<file path="config.mk">
export PLATFORM = sky130hd
export DESIGN_NAME = qam_demod_slicer
export DESIGN_NICKNAME = d
export VERILOG_FILES = /design/src/rtl/qam_pkg.sv /design/src/rtl/qam_axis_slicer.sv /design/src/rtl/qam_demod_slicer.sv
export SDC_FILE = /design/constraint.sdc
export NUM_CORES = 1
export LEC_CHECK = 0
export ABC_AREA = 1
export CAP_MARGIN = 25
export CORE_MARGIN = 3
export CORE_UTILIZATION = 35
export DETAILED_ROUTE_END_ITERATION = 7
export PLACE_DENSITY = 0.59
export SLEW_MARGIN = 0
export SYNTH_ARGS = -nofsm -noshare
export SYNTH_HDL_FRONTEND = slang
export SYNTH_SLANG_ARGS = --single-unit
</file>
<file path="constraint.sdc">
create_clock -name clk -period 4.3 [get_ports clk]
set_input_delay 1.075 -clock clk [delete_from_list [all_inputs] [get_ports clk]]
set_output_delay 1.075 -clock clk [all_outputs]
set_load 0.02 [all_outputs]
</file>
<file path="src/rtl/qam_pkg.sv">
// Shared QAM constants and helpers, used by both the symbol generator and the demapper.
//   qam_axis_bits(m) : bits per axis, A = log2(M)/2
//   qam_levels(m)    : amplitude levels per axis, L = 2^A
//   qam_params_ok    : true when log2(M) is even, M is a power of two and W >= A+1
package qam_pkg;

    localparam int unsigned QAM_M_DEFAULT = 256;
    localparam int unsigned QAM_W_DEFAULT = 8;

    function automatic int unsigned qam_axis_bits(input int unsigned m);
        return $clog2(m) / 2;
    endfunction

    function automatic int unsigned qam_levels(input int unsigned m);
        return 32'd1 << qam_axis_bits(m);
    endfunction

    function automatic bit qam_params_ok(input int unsigned m, input int unsigned w);
        return (m >= 4) && (m == (32'd1 << $clog2(m))) && (($clog2(m) % 2) == 0)
               && (w >= qam_axis_bits(m) + 1);
    endfunction

endpackage

</file>
<file path="src/rtl/qam_axis_slicer.sv">
// One-axis hard slicer with two register stages.
//   stage1: raw index floor((s + L)/2), clip flag, sample   (loads on s1_en)
//   stage2: clamped index and residual sample - point       (loads on s2_en)
// INVERT=1 slices the imaginary axis, whose generator map is negated.
// Ports: clk, rst (sync, active-high), s1_en, s2_en, sample (W signed),
//        clip_s1 (stage1 clip flag), idx (A bits), err (W signed).
module qam_axis_slicer
    import qam_pkg::*;
#(
    parameter int unsigned M      = QAM_M_DEFAULT,
    parameter int unsigned W      = QAM_W_DEFAULT,
    parameter logic        INVERT = 1'b0,
    localparam int unsigned A     = qam_axis_bits(M)
) (
    input  logic                clk,
    input  logic                rst,
    input  logic                s1_en,
    input  logic                s2_en,
    input  logic signed [W-1:0] sample,
    output logic                clip_s1,
    output logic [A-1:0]        idx,
    output logic signed [W-1:0] err
);
    localparam int unsigned L  = qam_levels(M);
    localparam int unsigned XW = W + 2;
    localparam logic signed [XW-1:0] L_X   = XW'(L);
    localparam logic signed [XW-1:0] MAX_X = XW'(L - 1);

    logic signed [W-1:0]  samp_q, samp_d;
    logic signed [XW-1:0] raw_q, raw_d;
    logic                 clip_q, clip_d;
    logic [A-1:0]         idx_q, idx_d;
    logic signed [W-1:0]  err_q, err_d;

    logic signed [XW-1:0] s_ext, s_ax, samp_ext, idx_x, pt_ax, pt, err_full;

    // Stage 1: raw decision; arithmetic shift gives floor for negative sums
    always_comb begin
        samp_d = samp_q;
        raw_d  = raw_q;
        clip_d = clip_q;
        s_ext  = {{2{sample[W-1]}}, sample};
        s_ax   = INVERT ? -s_ext : s_ext;
        if (s1_en) begin
            samp_d = sample;
            raw_d  = (s_ax + L_X) >>> 1;
            clip_d = raw_d[XW-1] || (raw_d > MAX_X);
        end
    end

    // Stage 2: clamp, rebuild the constellation point and form the residual
    always_comb begin
        idx_d    = idx_q;
        err_d    = err_q;
        samp_ext = {{2{samp_q[W-1]}}, samp_q};
        if (raw_q[XW-1]) begin
            idx_x = '0;
        end else if (raw_q > MAX_X) begin
            idx_x = MAX_X;
        end else begin
            idx_x = raw_q;
        end
        pt_ax    = (idx_x <<< 1) - MAX_X;
        pt       = INVERT ? -pt_ax : pt_ax;
        err_full = samp_ext - pt;
        if (s2_en) begin
            idx_d = idx_x[A-1:0];
            err_d = err_full[W-1:0];
        end
    end

    always_ff @(posedge clk) begin
        if (rst) begin
            samp_q <= '0;
            raw_q  <= '0;
            clip_q <= 1'b0;
            idx_q  <= '0;
            err_q  <= '0;
        end else begin
            samp_q <= samp_d;
            raw_q  <= raw_d;
            clip_q <= clip_d;
            idx_q  <= idx_d;
            err_q  <= err_d;
        end
    end

    assign clip_s1 = clip_q;
    assign idx     = idx_q;
    assign err     = err_q;

endmodule

</file>
<file path="src/rtl/qam_demod_slicer.sv">
// Hard-decision QAM demapper for N parallel lanes, fixed latency 2, no backpressure.
// Ports: clk, rst (sync, active-high), valid_in, re_in/im_in (W signed per lane),
//        clr_stats; data_out (log2(M) bits per lane: ri low, qi high), err_re/err_im
//        (W signed per lane), valid_out, sym_count, clip_count (saturating).
module qam_demod_slicer
    import qam_pkg::*;
#(
    parameter int unsigned M     = 256,
    parameter int unsigned W     = 8,
    parameter int unsigned N     = 1,
    parameter int unsigned CNT_W = 32
) (
    input  logic                    clk,
    input  logic                    rst,
    input  logic                    valid_in,
    input  logic signed [W*N-1:0]   re_in,
    input  logic signed [W*N-1:0]   im_in,
    input  logic                    clr_stats,
    output logic [$clog2(M)*N-1:0]  data_out,
    output logic signed [W*N-1:0]   err_re,
    output logic signed [W*N-1:0]   err_im,
    output logic                    valid_out,
    output logic [CNT_W-1:0]        sym_count,
    output logic [CNT_W-1:0]        clip_count
);
    localparam int unsigned A = qam_axis_bits(M);
    localparam int unsigned B = 2 * A;

    if (!qam_params_ok(M, W)) begin : g_bad_params
        $error("qam_demod_slicer: log2(M) must be even and W >= log2(M)/2 + 1");
    end

    logic v1_q, v1_d, v2_q, v2_d;
    logic [N-1:0] clip_re_s1, clip_im_s1;
    logic any_clip;
    logic [CNT_W-1:0] sym_q, sym_d, clip_q, clip_d;

    for (genvar i = 0; i < N; i++) begin : g_lane
        qam_axis_slicer #(.M(M), .W(W), .INVERT(1'b0)) u_re (
            .clk     (clk),
            .rst     (rst),
            .s1_en   (valid_in),
            .s2_en   (v1_q),
            .sample  (re_in[W*i +: W]),
            .clip_s1 (clip_re_s1[i]),
            .idx     (data_out[B*i +: A]),
            .err     (err_re[W*i +: W])
        );
        qam_axis_slicer #(.M(M), .W(W), .INVERT(1'b1)) u_im (
            .clk     (clk),
            .rst     (rst),
            .s1_en   (valid_in),
            .s2_en   (v1_q),
            .sample  (im_in[W*i +: W]),
            .clip_s1 (clip_im_s1[i]),
            .idx     (data_out[B*i + A +: A]),
            .err     (err_im[W*i +: W])
        );
    end

    assign any_clip = |{clip_re_s1, clip_im_s1};

    // Valid pipeline and statistics; counters advance as a beat enters stage 2,
    // so they change on the same edge that raises valid_out
    always_comb begin
        v1_d   = valid_in;
        v2_d   = v1_q;
        sym_d  = sym_q;
        clip_d = clip_q;
        if (clr_stats) begin
            sym_d  = '0;
            clip_d = '0;
        end
        if (v1_q) begin
            if (sym_d != '1) begin
                sym_d = sym_d + CNT_W'(1);
            end
            if (any_clip && (clip_d != '1)) begin
                clip_d = clip_d + CNT_W'(1);
            end
        end
    end

    always_ff @(posedge clk) begin
        if (rst) begin
            v1_q   <= 1'b0;
            v2_q   <= 1'b0;
            sym_q  <= '0;
            clip_q <= '0;
        end else begin
            v1_q   <= v1_d;
            v2_q   <= v2_d;
            sym_q  <= sym_d;
            clip_q <= clip_d;
        end
    end

    assign valid_out  = v2_q;
    assign sym_count  = sym_q;
    assign clip_count = clip_q;

endmodule

</file>
==> run summary, run 1 <==
RUN STATUS
--------------------------------------------------------------------------------------
Result of the run                                                         complete, no violations

PWR
--------------------------------------------------------------------------------------
Leakage power figure                                                           3.95 nW
Sum of internal, switching and leakage power                                   3.23 mW
Worst supply voltage drop on vdd                                            0.000271 V
Total power per unit cell area                                             341 mW/mm^2

FINAL LAYOUT
--------------------------------------------------------------------------------------
Net count, final                                                                  1317
Diode insertion count for antenna repair                                             0
Final design instance area without fill                                   0.00948 sq mm
Share of layout cells above drive strength 1                                     9.12%
Top library cells by usage in the layout, fill and taps aside             sky130_fd_sc_hd__nand2_1 (274), sky130_fd_sc_hd__nor2_1 (197), sky130_fd_sc_hd__inv_1 (156)
Area growth from synthesis to layout                                             25.2%
Number of standard cells in the layout, taps in and fillers out                   1558
Commonest non-fill, non-tap cell in the layout                            sky130_fd_sc_hd__nand2_1
Share of the core filled with cells in the final layout                          44.8%

TIMING
--------------------------------------------------------------------------------------
Setup repair after global routing missed its margin                              false
Clock tree skew after final layout                                          0.00738 ns
Count of final setup violators                                                       0
Peak Freq                                                                      323 MHz
Worst Tran Pin Value                                                          0.661 ns
Period utilization                                                               71.9%
Summed negative setup slack over all endpoints                                    0 ns
Final number of max-transition violations                                            0
Final hold violations                                                                0
Minimum clock period                                                           3.09 ns
Relative slew margins                                                            55.9%

SYNTH
--------------------------------------------------------------------------------------
Syn_area_per_cell                                                           6.44 sq um
Syn. warnings                                                                        0
Leading register cell type out of synthesis                               sky130_fd_sc_hd__dfxtp_1
Cell area after synthesis                                                 0.00757 sq mm
Gate count of the mapped netlist                                                  1176
Number of flops mapped to enable cells by yosys                                      0
Number of distinct standard cells referenced by the synthesized netlist             43
Total of flip-flops plus latches after synthesis                                   122
Sequential fraction of the synthesis area                                        32.3%
Async S/R FF share, synth                                                           0%

GLOBAL ROUTING
--------------------------------------------------------------------------------------
Pin count of the biggest net entering global routing                                69
Vias in the first global route                                                    6821
GR Util All Layers                                                               18.0%
Total congestion overflow                                                            0
Wire length of the first global-routing pass                                   34.9 mm
Initial antenna violation count                                                      0

CRITICAL PATH
--------------------------------------------------------------------------------------
Arrival @ worst endpoint                                                       3.40 ns
Setup crit end kind                                                          flip-flop
Startpoint type of the worst setup path                                      flip-flop
Reg2reg start                                                             g_lane[0].u_im.raw_q[4]$_SDFFE_PP0P_
Slowest cell delay on critical path                                            0.60 ns
Worst path buffer plus inverter count                                                3
CP Class                                                                    reg -> reg
Most common cell type on the critical path                                sky130_fd_sc_hd__nand2_1
Highest net fanout along the worst path                                              4
Cell chain of the critical path                                           or4_1 > o21ai_0 > inv_1 > ha_1 > ha_1 > inv_1 > fa_1 > o21ai_0 > nand2_1 > nand2_1 > a21oi_1 > nand2_1 > nand2_1 > o21ai_0 > inv_1
Data required, critical path                                                   4.61 ns
Worst reg-to-reg path cell count                                                    15
Worst R2R End                                                             g_lane[0].u_im.err[7]$_SDFFE_PP0P_
Crit. path cell count                                                               15
Critical path destination                                                 g_lane[0].u_im.err[7]$_SDFFE_PP0P_
Worst setup slack for register-to-register paths                               1.21 ns
Worst setup path startpoint                                               g_lane[0].u_im.raw_q[4]$_SDFFE_PP0P_
Kind of cell adding the most delay to the critical path                   simple AND/OR/NAND/NOR gates
Worst path slowest cell                                                   sky130_fd_sc_hd__or4_1

ROUTE
--------------------------------------------------------------------------------------
Wire length per cell                                                           13.5 um
Number of vias after detailed routing                                             7401
Number of DRC violations after detailed routing                                      0
Pre-antenna DRT Iters                                                                8
Number of vias per cell                                                           4.75
Antenna-violating nets left                                                          0
Final routed wirelength across all metal layers                                21.0 mm
Initial drt markers                                                                444

CTS
--------------------------------------------------------------------------------------
Clock tree from TritonCTS                                                          yes
Count of clock tree sinks                                                          122
Post-CTS Resized                                                                     0
Clk buf depth                                                                        2
Max H-tree Level                                                                     4
Worst-path clk slew                                                            0.06 ns
Number of buffers created by CTS                                                    17
Later-pin clock latency in the skew report                                     0.41 ns
Post-CTS Setup Repair Bufs                                                           0
Clock root buffer                                                         sky130_fd_sc_hd__clkbuf_16
Total of hold buffers inserted after clock tree synthesis                            0

PLACED DESIGN
--------------------------------------------------------------------------------------
Last weighted congestion value of the routability-driven placer                  0.878
Number of I/O port buffers                                                         108
Detailed placer's ending HPWL                                                  15.2 mm
Number of cells after detailed placement                                          1525
Placed cell area                                                          0.00878 sq mm

FLOORPLAN
--------------------------------------------------------------------------------------
Horizontal die dimension                                                        153 um
Die extent in y                                                                 153 um
Initial Util                                                                     35.8%
Floorplan Core Area                                                       0.0212 sq mm
Number of core rows                                                                 53
Die ar.                                                                   0.0234 sq mm
Number of ports placed on the die boundary                                         109

JOB
--------------------------------------------------------------------------------------
Max-cap violation count                                                              0

MIN PATH
--------------------------------------------------------------------------------------
HP Class                                                                    reg -> reg
Cell depth of the worst hold path                                                    2

## how the worst min path moves through the flow
| stage | startpoint | end | slack, ns |
|---|---|---|---|
| finish | g_lane[0].u_im.samp_q[4]$_SDFFE_PP0P_ | g_lane[0].u_im.samp_q[4]$_SDFFE_PP0P_ | 0.47 |
| global route | g_lane[0].u_re.samp_q[4]$_SDFFE_PP0P_ | g_lane[0].u_re.samp_q[4]$_SDFFE_PP0P_ | 0.51 |
| CTS | g_lane[0].u_re.samp_q[4]$_SDFFE_PP0P_ | g_lane[0].u_re.samp_q[4]$_SDFFE_PP0P_ | 0.47 |
| detailed placement | g_lane[0].u_im.samp_q[4]$_SDFFE_PP0P_ | g_lane[0].u_im.samp_q[4]$_SDFFE_PP0P_ | 0.46 |
| global placement | g_lane[0].u_im.samp_q[4]$_SDFFE_PP0P_ | g_lane[0].u_im.samp_q[4]$_SDFFE_PP0P_ | 0.46 |
| floorplan | g_lane[0].u_im.samp_q[0]$_SDFFE_PP0P_ | g_lane[0].u_im.err[0]$_SDFFE_PP0P_ | 0.43 |
## layout make-up
cell class                      instances  area, sq um
Sequential cell                       122         2440
Tap cell                              275          344
Inverter                              161          604
Clock inverter                         12          219
Fill cell                            2172        11700
Timing Repair Buffer                  117         1150
Multi-Input combinational cell        851         4260
Clock buffer                           20          457
## metrics by stage
stage | setup WS [ns] | hold WS [ns]
5_1_grt | 0.982 | 0.506
6_report | 1.21 | 0.470
2_1_floorplan | 1.16 | 0.433
3_3_place_gp | 0.878 | 0.458
3_5_place_dp | 0.852 | 0.457
4_1_cts | 1.20 | 0.469
## synthesized netlist by cell type (2+ instances only)
| cell type | number | area [sq um] |
|---|---|---|
| sky130_fd_sc_hd__a211oi_1 | 2 | 15.0 |
| sky130_fd_sc_hd__clkbuf_1 | 25 | 93.8 |
| sky130_fd_sc_hd__fa_1 | 2 | 40.0 |
| sky130_fd_sc_hd__or2_2 | 2 | 12.5 |
| sky130_fd_sc_hd__nor3_1 | 7 | 35.0 |
| sky130_fd_sc_hd__o211ai_1 | 2 | 15.0 |
| sky130_fd_sc_hd__nand3_4 | 2 | 35.0 |
| sky130_fd_sc_hd__inv_2 | 3 | 11.3 |
| sky130_fd_sc_hd__nand2_1 | 274 | 1030 |
| sky130_fd_sc_hd__nand2_2 | 9 | 56.3 |
| sky130_fd_sc_hd__nand3_1 | 74 | 370 |
| sky130_fd_sc_hd__nand2_4 | 2 | 22.5 |
| sky130_fd_sc_hd__nor2_4 | 10 | 113 |
| sky130_fd_sc_hd__inv_1 | 157 | 589 |
| sky130_fd_sc_hd__o21ai_0 | 94 | 470 |
| sky130_fd_sc_hd__a21o_1 | 2 | 15.0 |
| sky130_fd_sc_hd__xnor2_1 | 5 | 43.8 |
| sky130_fd_sc_hd__ha_1 | 25 | 313 |
| sky130_fd_sc_hd__nand4_1 | 10 | 62.6 |
| sky130_fd_sc_hd__dfxtp_1 | 122 | 2440 |
| sky130_fd_sc_hd__buf_2 | 10 | 50.1 |
| sky130_fd_sc_hd__nand3b_1 | 4 | 30.0 |
| sky130_fd_sc_hd__xor2_1 | 8 | 70.1 |
| sky130_fd_sc_hd__buf_6 | 6 | 67.6 |
| sky130_fd_sc_hd__nor2_1 | 197 | 739 |
| sky130_fd_sc_hd__buf_12 | 3 | 60.1 |
| sky130_fd_sc_hd__a21oi_1 | 64 | 320 |
| sky130_fd_sc_hd__nand3_2 | 18 | 180 |
| sky130_fd_sc_hd__nor2_2 | 23 | 144 |
## worst reg2reg max path: cells and delay by family, from the launching register on
family	cells	cell delay, ns
flops	1	0.31
buf+inv	3	0.18
compound gates	4	0.82
fa+ha+maj	3	0.82
simple gates	5	0.86
## logic make-up after synthesis
logic type	share of synthesized area, %
adder cells (fa/ha/maj)	4.66
flip-flops	32.3
AO/OA/AOI/OAI	11.6
AND/OR/NAND/NOR	38.3
buffers and inverters	11.6
XOR/XNOR	1.50
other	0.0495
## layer usage
| layer | global-route usage (%) | share of wire (%) |
|---|---|---|
| met4 | 3.73 | 0.91 |
| met2 | 29.9 | 47 |
| met3 | 4.28 | 5.2 |
| met1 | 24.1 | 47 |
| met5 | 0 | 0 |
## flip-flops by register name, indices dropped and copies added (netlist names)
signal	cells
g_lane.u_re.err	8
v1_q	1
sym_count	32
g_lane.u_im.clip_s1	1
g_lane.u_im.idx	4
g_lane.u_re.clip_s1	1
g_lane.u_re.samp_q	5
valid_out	1
clip_count	32
g_lane.u_re.raw_q	8
g_lane.u_im.err	8
g_lane.u_im.raw_q	9
g_lane.u_im.samp_q	8
g_lane.u_re.idx	4
## report_power, final
part / switching (mW) / internal (mW)
registers: 0.0274 / 1.17
logic: 0.236 / 0.146
clock network: 0.529 / 1.12
(Power assumes the default switching activity.)
==> run 2, diff against run 1 <==
- clock period: 4.3 -> 3.1 ns (I/O delays scaled with it)
==> run summary, run 2 (same netlist as run 1, synthesis figures left out) <==
MIN PATH
------------------------------------------------------------------------------
HP Class                                                            reg -> reg   unchanged
Cell depth of the worst hold path                                            2   unchanged

FINAL LAYOUT
------------------------------------------------------------------------------
Multi-input gate area                                             0.00426 sq mm   about the same
Sequential cell area                                              0.00244 sq mm   unchanged
Filler cell count                                                         2180   was 2172
Diode insertion count for antenna repair                                     0   unchanged
Top library cells by usage in the layout, fill and taps aside     sky130_fd_sc_hd__nand2_1 (274), sky130_fd_sc_hd__nor2_1 (197), sky130_fd_sc_hd__inv_1 (156)   unchanged
Share of layout cells above drive strength 1                             9.84%   was 9.12%
Net count, final                                                          1325   was 1317
Commonest non-fill, non-tap cell in the layout                    sky130_fd_sc_hd__nand2_1   unchanged
Number of standard cells in the layout, taps in and fillers out           1566   was 1558
Area growth from synthesis to layout                                     26.6%   was 25.2%

TIMING
------------------------------------------------------------------------------
Minimum clock period                                                   2.82 ns   was 3.09 ns
Relative slew margins                                                    54.8%   was 55.9%
Count of final setup violators                                               0   unchanged
Setup repair after global routing missed its margin                      false   unchanged
Clock tree skew after final layout                                  0.00814 ns   was 0.00738 ns
Worst Tran Pin Value                                                  0.678 ns   was 0.661 ns
Period utilization                                                       91.0%   was 71.9%
Summed negative setup slack over all endpoints                            0 ns   unchanged
Final hold violations                                                        0   unchanged
Post-route setup slack                                                0.280 ns   was 1.21 ns
Peak Freq                                                              355 MHz   was 323 MHz
Final number of max-transition violations                                    0   unchanged

CTS
------------------------------------------------------------------------------
Post-CTS Resized                                                             0   unchanged
Worst-path clk slew                                                    0.06 ns   about the same
Later-pin clock latency in the skew report                             0.43 ns   was 0.41 ns
Count of clock tree sinks                                                  122   unchanged
Clock tree from TritonCTS                                                  yes   unchanged
Number of buffers created by CTS                                            17   unchanged
Post-CTS Setup Repair Bufs                                                   0   unchanged
Clk buf depth                                                                2   unchanged
Max H-tree Level                                                             4   unchanged
Total of hold buffers inserted after clock tree synthesis                    0   unchanged
Clock root buffer                                                 sky130_fd_sc_hd__clkbuf_16   unchanged

CRITICAL PATH
------------------------------------------------------------------------------
Startpoint type of the worst setup path                              flip-flop   unchanged
Data required, critical path                                           3.42 ns   was 4.61 ns
Cell chain of the critical path                                   or4_1 > o21ai_0 > inv_1 > ha_1 > inv_1 > fa_1 > o21ai_1 > nand2_1 > nand2_1 > a21oi_1 > nand2_1 > nand2_1 > o21ai_0 > inv_1   was or4_1 > o21ai_0 > inv_1 > ha_1 > ha_1 > inv_1 > fa_1 > o21ai_0 > nand2_1 > nand2_1 > a21oi_1 > nand2_1 > nand2_1 > o21ai_0 > inv_1
Worst setup slack for register-to-register paths                       0.28 ns   was 1.21 ns
Most common cell type on the critical path                        sky130_fd_sc_hd__nand2_1   unchanged
Setup crit end kind                                                  flip-flop   unchanged
Highest net fanout along the worst path                                      4   unchanged
Arrival @ worst endpoint                                               3.14 ns   was 3.40 ns
Worst path slowest cell                                           sky130_fd_sc_hd__or4_1   unchanged
CP Class                                                            reg -> reg   unchanged
Worst reg-to-reg path cell count                                            14   was 15
Slowest cell delay on critical path                                    0.61 ns   was 0.60 ns

ROUTE
------------------------------------------------------------------------------
Antenna-violating nets left                                                  0   unchanged
Initial drt markers                                                        408   was 444
Number of DRC violations after detailed routing                              0   unchanged
Pre-antenna DRT Iters                                                        4   was 8
Number of vias after detailed routing                                     7557   was 7401
Wire length per cell                                                   13.5 um   about the same
Number of vias per cell                                                   4.83   was 4.75
Final routed wirelength across all metal layers                        21.2 mm   was 21.0 mm

FLOORPLAN
------------------------------------------------------------------------------
Floorplan Core Area                                               0.0212 sq mm   unchanged
Horizontal die dimension                                                153 um   unchanged
Initial Util                                                             35.8%   unchanged
Number of ports placed on the die boundary                                 109   unchanged
Number of core rows                                                         53   unchanged
Die extent in y                                                         153 um   unchanged
Die ar.                                                           0.0234 sq mm   unchanged

GLOBAL ROUTING
------------------------------------------------------------------------------
Total congestion overflow                                                    0   unchanged
Initial antenna violation count                                              0   unchanged
Wire length of the first global-routing pass                           35.8 mm   was 34.9 mm
Vias in the first global route                                            7189   was 6821
GR Util All Layers                                                       18.5%   was 18.0%
Pin count of the biggest net entering global routing                        49   was 69

PLACED DESIGN
------------------------------------------------------------------------------
Setup slack after placement                                           0.203 ns   was 0.852 ns
Number of I/O port buffers                                                 108   unchanged
Detailed placer's ending HPWL                                          15.3 mm   was 15.2 mm
Last weighted congestion value of the routability-driven placer          0.898   was 0.878
Number of cells after detailed placement                                  1534   was 1525

PWR
------------------------------------------------------------------------------
Leakage power figure                                                   4.01 nW   was 3.95 nW
Total power per unit cell area                                     467 mW/mm^2   was 341 mW/mm^2
Worst supply voltage drop on vdd                                    0.000379 V   was 0.000271 V
Sum of internal, switching and leakage power                           4.48 mW   was 3.23 mW

RUN STATUS
------------------------------------------------------------------------------
Result of the run                                                 complete, no violations   unchanged

JOB
------------------------------------------------------------------------------
Max-cap violation count                                                      0   unchanged

==> run 2: cell count changes in the layout (fill, tap and decap cells not counted), sizes merged <==
| cell | previous run | this run |
|---|---|---|
| clkbuf | 20 | 21 |
| clkinvlp | 2 | 1 |
| bufinv | 6 | 5 |
| clkinv | 5 | 6 |
| buf | 11 | 19 |
==> run 2: path summary, 6_finish.rpt <==
kind / startpoint / to
setup / recovery: g_lane[0].u_im.raw_q[4]$_SDFFE_PP0P_ / g_lane[0].u_im.err[7]$_SDFFE_PP0P_
hold / removal: g_lane[0].u_re.samp_q[4]$_SDFFE_PP0P_ / g_lane[0].u_re.samp_q[4]$_SDFFE_PP0P_
setup reg to reg: g_lane[0].u_im.raw_q[4]$_SDFFE_PP0P_ / g_lane[0].u_im.err[7]$_SDFFE_PP0P_
hold reg to reg: g_lane[0].u_re.samp_q[4]$_SDFFE_PP0P_ / g_lane[0].u_re.samp_q[4]$_SDFFE_PP0P_
==> run 2: area by class of cell <==
type	count	share of cell area [%]
clock buffers	21	5.01
clock inverters	11	1.98
inverters	161	6.30
multi-input cells	851	44.5
flip-flops and latches	122	25.5
well taps	275	3.59
repair buffers	125	13.2
==> run 2: where the power goes <==
part | leakage (nW) | internal, mW | switching, mW
sequential | 0.997 | 1.63 | 0.0381
clock | 0.329 | 1.51 | 0.756
combinational | 2.69 | 0.217 | 0.332
==> run 2: per-stage QoR <==
stage	hold slack, ns	utilization (%)	area (sq um)
floorplan	0.433	-	7580
finish	0.462	45.3	9590
global route	0.517	45.3	9590
global placement	0.453	42.1	8910
CTS	0.469	45.3	9580
detailed placement	0.459	42.1	8910
==> run 2: critical path, delay by kind of cell, from the launching register on <==
| family | cells | cell delay, ns |
|---|---|---|
| AND/OR/NAND/NOR | 5 | 0.84 |
| adder cells (fa/ha/maj) | 2 | 0.75 |
| AO/OA/AOI/OAI | 4 | 0.65 |
| flip-flops | 1 | 0.30 |
| buffers and inverters | 3 | 0.18 |
==> run 2: layer usage <==
layer  share of wire [%]  GRT usage [%]
met1                  47           24.6
met2                  46           30.3
met3                 5.2           3.51
met4                 1.6           5.77
met5                   0              0
